--- config.mk ---
export PLATFORM = sky130hd
export DESIGN_NAME = bht_controller
export DESIGN_NICKNAME = d
export VERILOG_FILES = /design/src/rtl/bht_pkg.sv /design/src/rtl/bht_next_state.sv /design/src/rtl/bht_controller.sv
export SDC_FILE = /design/constraint.sdc
export NUM_CORES = 1
export LEC_CHECK = 0
export ABC_AREA = 1
export BUFFER_PORTS_ARGS = -buffer_cell sky130_fd_sc_hd__buf_2
export CAP_MARGIN = 20
export CORE_MARGIN = 1
export CORE_UTILIZATION = 39
export DETAILED_ROUTE_END_ITERATION = 7
export PLACE_DENSITY = 0.66
export SYNTH_ARGS = -nofsm -noshare
export SYNTH_HDL_FRONTEND = slang
export SYNTH_HIERARCHICAL = 1
export SYNTH_SLANG_ARGS = --single-unit
--- constraint.sdc ---
create_clock -name clk -period 8.6 [get_ports clk]
set_clock_uncertainty 0.05 [all_clocks]
set_input_delay 0.86 -clock clk [delete_from_list [all_inputs] [get_ports clk]]
set_output_delay 0.86 -clock clk [all_outputs]
set_load 0.03 [all_outputs]
--- src/rtl/bht_pkg.sv ---
// Shared types and constants for the branch history table controller:
// 2-bit predictor state encoding and the controller FSM states.
package bht_pkg;

  typedef logic [1:0] bht_state_t;

  localparam bht_state_t SNT = 2'b00;
  localparam bht_state_t WNT = 2'b01;
  localparam bht_state_t WT  = 2'b10;
  localparam bht_state_t ST  = 2'b11;

  typedef enum logic {
    INIT,
    RUN
  } ctrl_state_t;

endpackage

--- src/rtl/bht_next_state.sv ---
// Combinational predictor state transition: current state plus
// mispredicted flag gives the state to write back into the table.
module bht_next_state
  import bht_pkg::*;
(
  input  bht_state_t state,
  input  logic       mispredicted,
  output bht_state_t next_state
);

  always_comb begin
    next_state = state;
    case (state)
      SNT:     next_state = mispredicted ? WNT : SNT;
      WNT:     next_state = mispredicted ? ST  : SNT;
      ST:      next_state = mispredicted ? WT  : ST;
      WT:      next_state = mispredicted ? SNT : ST;
      default: next_state = state;
    endcase
  end

endmodule

--- src/rtl/bht_controller.sv ---
// Branch history table controller: single-port predictor table shared by
// fetch lookups and execute updates, with an init walker and a 2-entry update queue.
module bht_controller
  import bht_pkg::*;
#(
  parameter int INDEX_W = 6,
  parameter int PC_W    = 32
) (
  input  logic            clk,
  input  logic            rst_n,
  input  logic            lookup_valid,
  input  logic [PC_W-1:0] lookup_pc,
  output logic            lookup_ready,
  output logic            pred_valid,
  output logic            pred_taken,
  output logic [1:0]      pred_state,
  input  logic            upd_valid,
  input  logic [PC_W-1:0] upd_pc,
  input  logic [1:0]      upd_state,
  input  logic            upd_mispredicted,
  output logic            upd_ready,
  output logic            init_busy
);

  localparam int                 DEPTH    = 1 << INDEX_W;
  localparam logic [INDEX_W-1:0] LAST_IDX = INDEX_W'(DEPTH - 1);

  typedef struct packed {
    logic [INDEX_W-1:0] index;
    bht_state_t         state;
  } q_entry_t;

  ctrl_state_t        state_reg, state_next;
  logic [INDEX_W-1:0] init_idx_reg, init_idx_next;
  logic [1:0]         count_reg, count_next;
  logic               pred_valid_reg;
  bht_state_t         pred_state_reg;

  bht_state_t         table_mem [DEPTH];
  q_entry_t           q_cur [2];

  logic [INDEX_W-1:0] lookup_idx, upd_idx;
  bht_state_t         upd_next;
  q_entry_t           upd_entry;
  logic               do_read, do_pop, do_push, push_slot;
  logic               tbl_we;
  logic [INDEX_W-1:0] tbl_waddr;
  bht_state_t         tbl_wdata;
  logic [1:0]         hit;
  bht_state_t         rd_data;
  logic               pc_unused;

  assign lookup_idx = lookup_pc[INDEX_W+1:2];
  assign upd_idx    = upd_pc[INDEX_W+1:2];
  assign pc_unused  = ^{lookup_pc[PC_W-1:INDEX_W+2], lookup_pc[1:0],
                        upd_pc[PC_W-1:INDEX_W+2], upd_pc[1:0]};

  // Next state is resolved at accept time so the queue only holds final values.
  bht_next_state u_next_state (
    .state        (upd_state),
    .mispredicted (upd_mispredicted),
    .next_state   (upd_next)
  );

  assign upd_entry = '{index: upd_idx, state: upd_next};

  always_comb begin
    state_next    = state_reg;
    init_idx_next = init_idx_reg;
    init_busy     = 1'b0;
    lookup_ready  = 1'b0;
    upd_ready     = 1'b0;
    do_read       = 1'b0;
    do_pop        = 1'b0;
    tbl_we        = 1'b0;
    tbl_waddr     = init_idx_reg;
    tbl_wdata     = WNT;
    case (state_reg)
      INIT: begin
        init_busy     = 1'b1;
        tbl_we        = 1'b1;
        init_idx_next = init_idx_reg + 1'b1;
        if (init_idx_reg == LAST_IDX) state_next = RUN;
      end
      RUN: begin
        lookup_ready = (count_reg != 2'd2);
        upd_ready    = (count_reg != 2'd2);
        // A full queue always wins the port so lookups lose at most every other cycle.
        if (count_reg == 2'd2)      do_pop  = 1'b1;
        else if (lookup_valid)      do_read = 1'b1;
        else if (count_reg != 2'd0) do_pop  = 1'b1;
        if (do_pop) begin
          tbl_we    = 1'b1;
          tbl_waddr = q_cur[0].index;
          tbl_wdata = q_cur[0].state;
        end
      end
      default: state_next = INIT;
    endcase
  end

  assign do_push    = upd_valid && upd_ready;
  assign push_slot  = do_pop ? 1'(count_reg - 2'd1) : count_reg[0];
  assign count_next = count_reg + {1'b0, do_push} - {1'b0, do_pop};

  genvar gi;
  generate
    for (gi = 0; gi < 2; gi++) begin : g_queue
      q_entry_t entry_reg;
      q_entry_t shift_in;

      if (gi == 0) begin : g_head
        assign shift_in = q_cur[1];
      end else begin : g_tail
        assign shift_in = entry_reg;
      end

      always_ff @(posedge clk) begin
        if (do_push && push_slot == 1'(gi)) entry_reg <= upd_entry;
        else if (do_pop)                    entry_reg <= shift_in;
      end

      assign q_cur[gi] = entry_reg;
      // Bypass only considers entries queued at the start of this cycle.
      assign hit[gi]   = (count_reg > 2'(gi)) && (q_cur[gi].index == lookup_idx);
    end
  endgenerate

  assign rd_data = hit[1] ? q_cur[1].state :
                   hit[0] ? q_cur[0].state : table_mem[lookup_idx];

  always_ff @(posedge clk) begin
    if (tbl_we) table_mem[tbl_waddr] <= tbl_wdata;
  end

  always_ff @(posedge clk or negedge rst_n) begin
    if (!rst_n) begin
      state_reg      <= INIT;
      init_idx_reg   <= '0;
      count_reg      <= 2'd0;
      pred_valid_reg <= 1'b0;
      pred_state_reg <= SNT;
    end else begin
      state_reg      <= state_next;
      init_idx_reg   <= init_idx_next;
      count_reg      <= count_next;
      pred_valid_reg <= do_read;
      if (do_read) pred_state_reg <= rd_data;
    end
  end

  assign pred_valid = pred_valid_reg;
  assign pred_state = pred_state_reg;
  assign pred_taken = pred_state_reg[1];

endmodule

==> summary.md, run 1 <==
| Metric | Value |
|---|---|
| Status | complete, no violations |
| P per Cell Area | 200 mW/mm^2 |
| Routed wire per std cell | around 16 um |
| Routed vias/inst | 5.18 |
| Initial Util | 0.402 |
| Initial antenna violation count | 0 |
| Post-CTS resize count | 0 |
| Yosys warns | 6 |
| Max-slew violation count | 0 |
| Root Driver | clkbuf_16 |
| Max-cap viol count | 0 |
| CTS Sinks | around 160 |
| Die Wd | about 140 um |
| CTS Buffer Depth | 2 |
| Post-DP HPWL | 8970 um |
| Leading cell types by count after synthesis | nand2_1 (175), edfxtp_1 (144), nand3_1 (126), nor2_1 (76), inv_1 (33) |
| Fin Setup TNS | 0 ns |
| Gpl congestion | about 0.77 |
| P&R area growth vs syn | 12.9% |
| Core area | 0.0174 mm^2 |
| Largest register FFs | 128 |
| Final Setup Violations | 0 |
| Ys flop type | edfxtp_1 |
| DRT Wirelength | 15100 um |
| Leakage power | approximately 0.0028 uW |
| Wire length on met3 | between 700 and 800 um |
| DRC | 0 |
| Clk slew on worst S/H paths | about 0.06 ns |
| Arr. time, crit path | about 3.5 ns |
| Syn_nets | around 750 |
| Mapped Cells | a little under 700 |
| Non-filler cells, final | just over 900 |
| H-tree depth | 4 |
| Largest net degree at the start of global routing | between 60 and 70 |
| PortBufs | 25 |
| Register bit total from synthesis | 156 |
| Netlist Area Pre-Place | ~0.007 mm^2 |
| Mean Syn Cell Area | just over 10 um^2 |
| Final hold vios | 0 |
| Critical path peak fanout | 35 |
| Inst Count DP | between 800 and 900 |
| CP endpoint kind | flop |
| Die H | between 100 and 150 um |
| Critical Path Source Type | input pin |
| Routed via count | a little under 5000 |
| Slew margin rel. | 0.501 |
| Top sig layer | met4 |
| Grt ovf | 0 |
| Worst vdd ir | 0.123 mV |
| Post-synth EDFFs | 144 |
| Layout fillers | 1628 |
| Yosys top cell by area | edfxtp_1 |
| All-Layer GR Usage | 0.174 |
| Ant. Diodes | 0 |
| Sequential fraction of the synthesis area | 0.661 |
| Min-Delay Path Class | in -> async |
| Die footprint | around 0.018 mm^2 |
| Vias in the first global route | approximately 4700 |
| Worst-Margin Slew | around 0.75 ns |
| RSZ-0062 raised after global routing | no |
| WL met1 | 6380 um |
| # rows | between 40 and 50 |
| Wire length on met2 | 7630 um |
| Post-synth ARST share | 0.0769 |
| Clk_lat worst skew | around 0.42 ns |
| DRT antenna net count | 0 |
| Most common cell in the netlist | nand2_1 |
| Post-CTS Setup Inserts | 0 |
| Layout Nets | between 700 and 800 |
| Tcrit/Tclk final | 0.368 |
| First-pass GRT wire length | between 20000 and 25000 um |
| CTS tree | done |
| Area contributors post-synth | edfxtp_1 (62%), nand2_1 (9.4%), nand3_1 (9.0%), dfrtp_1 (4.3%), nor2_1 (4.1%) |
| Drt first pass iters | 5 |
| CP Class | in -> reg |
| # IOs | 78 |
| WP data required | between 8 and 9 ns |
| Iter 0 DRT Violations | 575 |
| Synth cell types | 30 |
| Hold_buf cts | 0 |
| Share of layout cells above drive strength 1 | 0.115 |
| Top cell type's share of synthesized area | 0.618 |
| Final min period | about 3.2 ns |
| Max frequency | 316 MHz |
| Num CTS Buffers | 17 |
[final timing paths]
check	startpoint	endpoint	slack, ns	depth (start not counted)
worst max register to register	count_reg[1]	table_mem[47][0]	5.80	11
max in group asynchronous	rst_n	init_idx_reg[4]	8.02	1
worst max-delay path	lookup_pc[3]	pred_state[0]	5.43	12
min in group clk	init_idx_reg[5]	init_idx_reg[5]	0.45	1
worst min-delay path	rst_n	pred_state[1]	0.26	1
worst min register to register	init_idx_reg[5]	init_idx_reg[5]	0.45	1
[routing by layer]
layer | track usage | vias up
met2 | 0.310 | 127
met4 | 0.0821 | 0
li1 | - | 2371
met3 | 0.0306 | 27
met5 | 0 | -
met1 | 0.203 | 2293
[per-stage QoR]
| stage | util | total power, uW | hold WS, ns | cell area [um^2] | setup slack, ns |
|---|---|---|---|---|---|
| 2_1_floorplan | - | 885 | 0.414 | 7000 | 5.17 |
| 3_3_place_gp | 0.419 | 907 | 0.446 | 7300 | 4.70 |
| 3_5_place_dp | 0.419 | 908 | 0.445 | 7300 | 4.65 |
| 4_1_cts | 0.451 | 1590 | 0.257 | 7850 | 5.08 |
| 5_1_grt | 0.454 | 1620 | 0.279 | 7900 | 5.24 |
| 6_report | 0.454 | 1580 | 0.260 | 7900 | 5.43 |
[layout by cell type (no fill, tap or decap), types with 4 or more instances in the layout]
cell type	count
inv_2	6
edfxtp_1	144
dfrtp_1	12
o21ai_0	5
clkbuf_16	17
nor2_1	75
nand4_1	11
nand3_1	126
xor2_1	5
nor4_1	9
clkinv_4	4
nand2_1	175
inv_1	32
a21oi_1	11
buf_2	25
xnor2_1	5
o22ai_1	4
[logic make-up (layout without fill, tap and decap cells)]
kind of cell / Yosys count / after routing / synth area share
buf+inv: 71 / 103 / 0.0411
xor+xnor: 10 / 10 / 0.0125
fa+ha+maj: 3 / 3 / 0.00536
mux: 1 / 1 / 0.00161
simple gates: 404 / 404 / 0.250
compound gates: 29 / 29 / 0.0290
flops: 156 / 156 / 0.661
[power breakdown]
group / internal (uW) / total [uW] / switching (uW)
registers: 818 / 818 / 0.349
logic: 23.5 / 74.2 / 50.8
clock network: 376 / 685 / 309
total: 1220 / 1580 / 360
[critical path: stages]
cell and delay, ns:
buf_2 0.58, clkinv_1 0.74, buf_8 0.38, nand3_1 0.11, nand3_1 0.09, nand3_1 0.12
nand2_1 0.11, nand2_1 0.08, nand3_1 0.08, nand3_1 0.11, nand2_1 0.07, a21oi_1 0.12
[area by class of cell]
type	count	area, um^2	share of cell area
Clock buffer	18	429	0.0543
Clock inverter	13	114	0.0144
Inverter	41	154	0.0195
Multi-Input combinational cell	447	2100	0.265
Sequential cell	156	4620	0.585
Tap cell	225	282	0.0356
Timing Repair Buffer	31	203	0.0257
Power figures use the tool's default switching activity.
==> run 2, diff against run 1 <==
- clock period: 8.6 -> 3.2 ns (I/O delays scaled with it)
==> run 2 against run 1 <==
Compared with the run above: non-clock buffer count rose by 8; worst hold slack worse by 0.22 ns; sequential power rose to 2.7 times the previous value; power grew to 2.8 times the previous value; register-to-register slack worse by 5.3 ns; largest power group unchanged.
==> summary.md, run 2 (synthesis gave the netlist of run 1 again) <==
| Metric | Value |
|---|---|
| P per Cell Area | approximately 560 mW/mm^2 |
| Final hold vios | 0 |
| Initial antenna violation count | 0 |
| CP Class | reg -> reg |
| Dpl ws | 0.502 ns |
| DP Area | approximately 0.0074 mm^2 |
| Post-CTS resize count | 0 |
| Core area | about 0.017 mm^2 |
| Setup ws final | approximately 0.46 ns |
| Num CTS Buffers | 17 |
| Critical Path Source Type | flop |
| CTS tree | done |
| Status | complete, no violations |
| Layout Nets | 776 |
| Most frequent cells in the layout | nand2_1 (175), edfxtp_1 (144), nand3_1 (126), nor2_1 (75), inv_1 (32) |
| RSZ-0062 raised after global routing | no |
| WP data required | roughly 3.2 ns |
| Leakage power | approximately 0.0029 uW |
| Grt ovf | 0 |
| Cell Int Power | ~3600 uW |
| Die H | around 140 um |
| Critical path peak fanout | 13 |
| Drt first pass iters | 6 |
| All-Layer GR Usage | 0.181 |
| Routed via count | roughly 5000 |
| Min-Delay Path Class | in -> reg |
| First-pass GRT wire length | between 20000 and 25000 um |
| Max-cap viol count | 0 |
| Share of layout cells above drive strength 1 | 0.119 |
| Comb power frac | 0.046 |
| Die Wd | around 140 um |
| Initial Util | 0.402 |
| Sequential power share | 0.492 |
| Worst vdd ir | 0.417 mV |
| Sw Ratio | 0.204 |
| PortBufs | 25 |
| # IOs | 78 |
| Max-slew violation count | 0 |
| Critical-path cell list | nor2_1 -> clkinv_1 -> o21ai_2 -> nor2_4 -> inv_2 -> nand2_1 -> o21ai_2 -> inv_1 -> nor2_1 -> nand3_1 -> nor4_1 |
| Fin Setup TNS | 0 ns |
| Vias in the first global route | around 4600 |
| Switching power | between 900 and 1000 uW |
| Max frequency | around 370 MHz |
| CP endpoint kind | flop |
| Final instance area | around 0.0080 mm^2 |
| Final min period | roughly 2.7 ns |
| CTS Buffer Depth | 2 |
| Iter 0 DRT Violations | 469 |
| H-tree depth | 4 |
| Total power | 4470 uW |
| Slew margin rel. | 0.486 |
| Clk slew on worst S/H paths | 0.06 ns |
| DRT Wirelength | 15400 um |
| Area of the multi-input gates | 0.00210 mm^2 |
| Commonest non-fill, non-tap cell in the layout | nand2_1 |
| Gpl congestion | about 0.76 |
| Largest net degree at the start of global routing | 67 |
| Routed vias/inst | around 5.2 |
| Worst-Margin Slew | 0.771 ns |
| Routed wire per std cell | 16.4 um |
| Arr. time, crit path | around 2.8 ns |
| Post-DP HPWL | 9510 um |
| Die footprint | 0.0185 mm^2 |
| Final Setup Violations | 0 |
| Hold_buf cts | 1 |
| P&R area growth vs syn | 14.4% |
| CTS Sinks | 156 |
| Final core utilization | 0.460 |
| Layout fillers | approximately 1600 |
| Clk_lat worst skew | 0.43 ns |
| CP max stage delay | between 0.4 and 0.5 ns |
| DRC | 0 |
| Register area | 0.00462 mm^2 |
| Ant. Diodes | 0 |
| Slowest stage cell, crit path | nor4_1 |
| # rows | 48 |
| Post-CTS Setup Inserts | 0 |
| Largest register FFs | around 130 |
| Tcrit/Tclk final | 0.856 |
| DRT antenna net count | 0 |
| Root Driver | clkbuf_16 |
| Clock power frac | 0.462 |
-- run 2: cell types whose count changed in the layout (fill, tap and decap cells not counted), sizes merged --
cell         previous run  this run
inv                    43        39
dlygate4sd3             0         1
buf                    31        38
clkbuf                 18        19
bufinv                  0         4
-- run 2: final timing paths --
kind	endpoint	cells past startpoint	from	slack [ns]
max	table_mem[44][1]	11	count_reg[1]	0.46
min	g_queue[0].shift_in[5]	1	upd_pc[5]	0.04
max reg2reg	table_mem[44][1]	11	count_reg[1]	0.46
min reg2reg	init_idx_reg[5]	1	init_idx_reg[5]	0.48
max in group asynchronous	init_idx_reg[2]	2	rst_n	2.62
min in group asynchronous	pred_state[1]	2	rst_n	0.25
-- run 2: final cells by class --
type / count / area share
flip-flops and latches: 156 / 0.578
multi-input cells: 447 / 0.262
clock buffers: 19 / 0.0541
well taps: 225 / 0.0352
repair buffers: 39 / 0.0306
clock inverters: 13 / 0.0216
inverters: 41 / 0.0192
-- run 2: metal layers --
metal	GRT usage	vias up	routed length (um)
met5	0	-	0
met4	0.0914	0	450
met3	0.0414	36	901
met2	0.294	148	7600
met1	0.226	2338	6490
li1	-	2387	-
-- run 2: critical path, delay by kind of cell (launching register included) --
family	cells	cell delay [ns]
buffers and inverters	3	0.48
and+or+nand+nor	6	1.19
DFF	1	0.42
AOI/OAI and AO/OA	2	0.23
-- run 2: stage by stage --
stage | cells | hold WS (ns)
2_1_floorplan | 674 | -0.0256
3_3_place_gp | 907 | 0.167
3_5_place_dp | 907 | 0.170
4_1_cts | 940 | 0.0218
5_1_grt | 940 | 0.0230
6_report | 940 | 0.0376
-- run 2: power groups by stage --
stage,combinational [uW],clock [uW],sequential (uW)
finish,204,2060,2200
global route,228,2180,2200
CTS,206,2090,2200
detailed placement,204,0,2240
global placement,201,0,2240
floorplan,131,0,2250
